===== src/rtl/fetch_stage_if.sv =====
// Fetch-stage bus: PC/redirect/stall inputs, instruction memory port, F/D register outputs.
// Latency: none (wiring only).
// Backpressure: stall holds the stage; branch_taken squashes and overrides stall.
interface fetch_stage_if #(
    parameter int IMEM_AW = 12
);
    logic [31:0]        pc_cur;
    logic               stall;
    logic               branch_taken;
    logic [31:0]        branch_target;
    logic [31:0]        imem_data;
    logic [31:0]        pc_next;
    logic [IMEM_AW-1:0] imem_addr;
    logic [31:0]        fd_pc;
    logic [31:0]        fd_pc_plus1;
    logic [31:0]        fd_insn;
    logic               fd_valid;

    // Environment side: PC register, hazard/execute logic and instruction memory.
    modport master (
        output pc_cur, stall, branch_taken, branch_target, imem_data,
        input  pc_next, imem_addr, fd_pc, fd_pc_plus1, fd_insn, fd_valid
    );

    // Fetch stage side.
    modport slave (
        input  pc_cur, stall, branch_taken, branch_target, imem_data,
        output pc_next, imem_addr, fd_pc, fd_pc_plus1, fd_insn, fd_valid
    );
endinterface


===== src/rtl/fetch_stage.sv =====
// Instruction fetch: next-PC select, sync imem addressing, F2 tracking register and F/D register.
// Latency: 2 edges from PC to F/D; redirect costs 2 bubbles.
// Backpressure: stall freezes F2/F/D and replays the F2 address; branch_taken wins over stall.
module fetch_stage #(
    parameter int          IMEM_AW  = 12,
    parameter logic [31:0] NOP_INSN = 32'h0000_0000
) (
    input  logic         clk,
    input  logic         reset,
    fetch_stage_if.slave bus
);

    // F2 records which address the memory is returning this cycle.
    logic [31:0]        f2_pc_q, f2_pc_d;
    logic               f2_valid_q, f2_valid_d;
    logic [31:0]        fd_pc_q, fd_pc_d;
    logic [31:0]        fd_insn_q, fd_insn_d;
    logic               fd_valid_q, fd_valid_d;
    logic [31:0]        pc_next;
    logic [IMEM_AW-1:0] imem_addr;

    // Mode select (redirect > hold > run) and next-state for F2 and F/D.
    always_comb begin
        f2_pc_d    = f2_pc_q;
        f2_valid_d = f2_valid_q;
        fd_pc_d    = fd_pc_q;
        fd_insn_d  = fd_insn_q;
        fd_valid_d = fd_valid_q;
        pc_next    = bus.pc_cur + 32'd1;
        imem_addr  = bus.pc_cur[IMEM_AW-1:0];

        if (bus.branch_taken) begin
            // Squash both stages; f2_pc is don't-care while f2_valid is low.
            pc_next    = bus.branch_target;
            f2_valid_d = 1'b0;
            fd_valid_d = 1'b0;
            fd_insn_d  = NOP_INSN;
            fd_pc_d    = 32'd0;
        end else if (bus.stall) begin
            // Re-read the F2 address so imem_data still matches f2_pc after the stall.
            pc_next   = bus.pc_cur;
            imem_addr = f2_pc_q[IMEM_AW-1:0];
        end else begin
            f2_pc_d    = bus.pc_cur;
            f2_valid_d = 1'b1;
            fd_valid_d = f2_valid_q;
            fd_pc_d    = f2_valid_q ? f2_pc_q       : 32'd0;
            fd_insn_d  = f2_valid_q ? bus.imem_data : NOP_INSN;
        end
    end

    // State registers with immediate asynchronous clear.
    always_ff @(posedge clk or negedge reset) begin
        if (!reset) begin
            f2_pc_q    <= 32'd0;
            f2_valid_q <= 1'b0;
            fd_pc_q    <= 32'd0;
            fd_insn_q  <= NOP_INSN;
            fd_valid_q <= 1'b0;
        end else begin
            f2_pc_q    <= f2_pc_d;
            f2_valid_q <= f2_valid_d;
            fd_pc_q    <= fd_pc_d;
            fd_insn_q  <= fd_insn_d;
            fd_valid_q <= fd_valid_d;
        end
    end

    assign bus.pc_next     = pc_next;
    assign bus.imem_addr   = imem_addr;
    assign bus.fd_pc       = fd_pc_q;
    assign bus.fd_pc_plus1 = fd_pc_q + 32'd1;
    assign bus.fd_insn     = fd_insn_q;
    assign bus.fd_valid    = fd_valid_q;

endmodule


===== src/flat_wrapper.sv =====
// flat-port wrapper written by rule: the top's interface ports become plain ports
module fetch_stage_flat 
#(
    parameter int          IMEM_AW  = 12,
    parameter logic [31:0] NOP_INSN = 32'h0000_0000
)
  (clk, reset, bus_pc_cur, bus_stall, bus_branch_taken, bus_branch_target, bus_imem_data, bus_pc_next, bus_imem_addr, bus_fd_pc, bus_fd_pc_plus1, bus_fd_insn, bus_fd_valid);
  fetch_stage_if #(.IMEM_AW(IMEM_AW)) bus_i ();
  input  logic clk;
  input  logic reset;
  input wire logic [$bits(bus_i.pc_cur)-1:0] bus_pc_cur;
  input wire logic [$bits(bus_i.stall)-1:0] bus_stall;
  input wire logic [$bits(bus_i.branch_taken)-1:0] bus_branch_taken;
  input wire logic [$bits(bus_i.branch_target)-1:0] bus_branch_target;
  input wire logic [$bits(bus_i.imem_data)-1:0] bus_imem_data;
  output wire logic [$bits(bus_i.pc_next)-1:0] bus_pc_next;
  output wire logic [$bits(bus_i.imem_addr)-1:0] bus_imem_addr;
  output wire logic [$bits(bus_i.fd_pc)-1:0] bus_fd_pc;
  output wire logic [$bits(bus_i.fd_pc_plus1)-1:0] bus_fd_pc_plus1;
  output wire logic [$bits(bus_i.fd_insn)-1:0] bus_fd_insn;
  output wire logic [$bits(bus_i.fd_valid)-1:0] bus_fd_valid;
  assign bus_i.pc_cur = bus_pc_cur;
  assign bus_i.stall = bus_stall;
  assign bus_i.branch_taken = bus_branch_taken;
  assign bus_i.branch_target = bus_branch_target;
  assign bus_i.imem_data = bus_imem_data;
  assign bus_pc_next = bus_i.pc_next;
  assign bus_imem_addr = bus_i.imem_addr;
  assign bus_fd_pc = bus_i.fd_pc;
  assign bus_fd_pc_plus1 = bus_i.fd_pc_plus1;
  assign bus_fd_insn = bus_i.fd_insn;
  assign bus_fd_valid = bus_i.fd_valid;
  fetch_stage #(.IMEM_AW(IMEM_AW), .NOP_INSN(NOP_INSN)) u_core (.clk(clk), .reset(reset), .bus(bus_i));
endmodule

===== config.mk =====
export PLATFORM = sky130hd
export DESIGN_NAME = fetch_stage_flat
export DESIGN_NICKNAME = d
export VERILOG_FILES = /design/src/rtl/fetch_stage_if.sv /design/src/rtl/fetch_stage.sv /design/src/flat_wrapper.sv
export SDC_FILE = /design/constraint.sdc
export NUM_CORES = 1
export LEC_CHECK = 0
export BUFFER_PORTS_ARGS = -buffer_cell sky130_fd_sc_hd__buf_4
export CAP_MARGIN = 20
export CORE_MARGIN = 1.5
export CORE_UTILIZATION = 30
export DETAILED_ROUTE_END_ITERATION = 8
export MAX_ROUTING_LAYER = met4
export SYNTH_ARGS = -nofsm -noshare
export SYNTH_HDL_FRONTEND = slang
export SYNTH_SLANG_ARGS = --single-unit
export TNS_END_PERCENT = 10

===== constraint.sdc =====
create_clock -name clk -period 2.3 [get_ports clk]
set_input_delay 0.46 -clock clk [delete_from_list [all_inputs] [get_ports clk]]
set_output_delay 0.46 -clock clk [all_outputs]
set_load 0.03 [all_outputs]

==> impl_metrics.yaml <==
critical_path:
  start_kind: "flip-flop"
  arrival_ns: 2.07
  critical_path.most_common_cell: "buf_6"
  end_kind: "output port"
  cp_max_fo: 7
  cp_slowest_cell: "dfrtp_1"
  crit_chain: "and4_4 > nand3_4 > nor4_4 > buf_6 > nand4_1 > xnor2_2 > buf_6"
  max_stage_delay_ns: 0.35
  critical_path_class: "reg2out"
  cp_top_family: "simple AND/OR/NAND/NOR gates"
  critical_path.n_buffers_inverters: 2
  worstPathRequired_ns: 1.84
sta:
  fin_hold_ws_ns: 0.06931
  tns_ns: -2.205
  finClkSkew_ns: 0.005079
  worst_slew_pin_slew_ns: 0.4966
  drv_slew: 0
  setup_viol: 23
  fmax_ghz: 0.3945
  fin_ws_ns: -0.2349
  fin_crit_sh_pct: 110.2
  grt_setup_unrepaired: "yes"
  finalHoldViolations: 0
  slew_headroom_pct: 66.89
  min_period_ns: 2.535
die:
  io_pins: 241
  die_y_um: 134.7
  core_um2: 16760
  die_x_um: 134.7
  dieArea_um2: 18140
  row_count: 47
  start_util_pct: 31.04
synthesis:
  ys_seq_area_share_pct: 47.14
  synth_xor_area_share_pct: 10.10
  ys_top_cells_by_area: "dfrtp_1 (47%), a22o_1 (11%), mux2_2 (9.5%)"
  yosysTopAreaCell: "dfrtp_1"
  synth_top_family_by_area: "simple AND/OR/NAND/NOR gates"
  syn_nets: 591
  synth_compound_area_share_pct: 14.21
  netlist.area_leader.share_pct: 47.14
  async_flop_share_pct: 100.0
  synth-simple-area-share_pct: 14.81
  ys.flop_type: "dfrtp_1"
  synth_fa_ha_area_share_pct: 0.4810
  synth.avg_cell_area_um2: 10.64
  synth_edf_count: 0
  ys_types: 34
  synthMuxAreaShare_pct: 9.716
  syn_inst: 489
  synth_area_um2: 5202
  yosys_warnings: 0
  ys_ff_latch: 98
grt:
  antenna_found_initial: 0
  grt_pass1_vias: 5026
  grt_max_degree: 46
  grt_pass1_wl_mm: 26.34
  track_usage_pct: 19.28
  overflow: 0
power:
  power.switching_mw: 1.318
  p_int_mw: 3.191
  peakVddDrop_v: 0.0003014
  powerDensity_nw_per_um2: 540.6
  leakage_nw: 4.114
  combinationalPowerShare_pct: 25.4
  power.share.clock_pct: 31.6
  pwr-share-seq_pct: 43.1
  switching_share_pct: 29.24
route:
  routed_via_density: 4.863
  routed_wl_mm: 17.15
  vias: 4926
  dr.pass1.iters: 4
  drc: 0
  drtIter0Drc: 184
  wl_per_cell_um: 16.93
  drt.antenna.violating_nets: 0
clock_network:
  hold_buffers: 0
  cts-root-buf: "clkbuf_16"
  clkTransAtPathRegs_ns: 0.06
  htreeDepth: 3
  clock_path_buffers: 2
  cts_tree: "yes"
  clock_sinks: 98
  clock_latency_ns: 0.34
  cts_inserted_buffers: 9
finish:
  syn2layout_area_growth_pct: 60.32
  final_cell_area_um2: 8341
  final_cell_mix: "buf_4 (309), dfrtp_1 (94), a22o_1 (64)"
  layout-drive-gt1-share_pct: 53.72
  nets: 894
  antenna-diode-count: 0
  layout_commonest_cell: "buf_4"
placement:
  place_congestion: 0.8758
  dpl_cell_area_um2: 7828
  dp_hpwl_mm: 13.55
  port_buffers: 240
hold_path:
  hold_class: "in2async"
outcome:
  status: "complete, but fails checks"
  violations: "negative setup slack"
run:
  maxCapViolCount: 0
per-stage QoR:
step                      utilization, %  power (mW)  worst slack, ns  instances
after floorplan                        -       2.534          -0.2055        489
after global placement             46.70       3.083          -0.2051        995
final                              49.76       4.509          -0.2349       1013
after detailed placement           46.70       3.108          -0.2124        995
after CTS                          49.20       4.558          -0.3125       1013
after global routing               49.76       4.704          -0.3284       1013
layer usage:
| metal | share of wire (%) | vias up | track usage, % |
|---|---|---|---|
| li1 | - | 2364 | - |
| met2 | 51 | 192 | 32.82 |
| met1 | 42 | 2348 | 23.31 |
| met5 | 0 | - | - |
| met4 | 2.0 | 0 | 6.930 |
| met3 | 5.4 | 22 | 2.853 |
area by class of cell:
type,count,area [um^2]
flip-flops and latches,98,2457
clock inverters,1,30.03
inverters,10,37.54
multi-input cells,348,2790
well taps,220,275.3
fillers,1554,8419
repair buffers,325,2517
clock buffers,11,232.7
registers in the layout, summed over array words and instances (netlist names):
signal	flops
u_core.bus.fd_pc	32
u_core.f2_pc_q	32
u_core.bus.fd_insn	32
u_core.f2_valid_q	1
u_core.bus.fd_valid	1
synth_stat cells (all sizes together) (6+ instances only):
| master | count |
|---|---|
| nand3 | 24 |
| nand2 | 50 |
| xor2 | 33 |
| clkbuf | 27 |
| buf | 6 |
| and3 | 11 |
| nor2 | 16 |
| inv | 10 |
| mux2 | 44 |
| a22o | 64 |
| dfrtp | 98 |
| o21ai | 32 |
| xnor2 | 27 |
| nand4 | 20 |
timing repair:
| item | CTS | global route |
|---|---|---|
| setup buffers | 6 | 0 |
| hold endpoints to repair | 0 | 0 |
| gates resized for setup | 32 | 26 |
| cloned | 0 | 0 |
| endpoints found under the setup margin | 46 | 45 |
| pin swaps | 9 | 11 |
path summary, 6_finish.rpt:
path | from | to | slack, ns | depth (start not counted)
setup / recovery | u_core.bus.fd_pc[15] | bus_fd_pc_plus1[31] | -0.23 | 7
hold / removal | reset | u_core.bus.fd_pc[9] | 0.07 | 1
setup reg to reg | u_core.f2_valid_q | u_core.bus.fd_insn[30] | 1.13 | 4
hold reg to reg | u_core.f2_pc_q[21] | u_core.bus.fd_pc[21] | 0.49 | 1
max in group asynchronous | reset | u_core.f2_pc_q[28] | 1.56 | 2
min in group clk | bus_imem_data[17] | u_core.bus.fd_insn[17] | 0.33 | 2
power by group through the flow:
stage	registers (mW)	clock network, mW	logic [mW]
floorplan	2.04	0	0.496
global placement	1.96	0	1.12
detailed placement	1.97	0	1.14
CTS	1.94	1.47	1.15
global route	1.96	1.53	1.22
finish	1.94	1.42	1.14
kinds of logic after synthesis:
kind of cell    after synthesis
compound gates               99
xor+xnor                     60
fa+ha+maj                     2
buf+inv                      43
flops                        98
mux                          45
simple gates                142
Note: power is estimated with default switching activity, not from simulation.
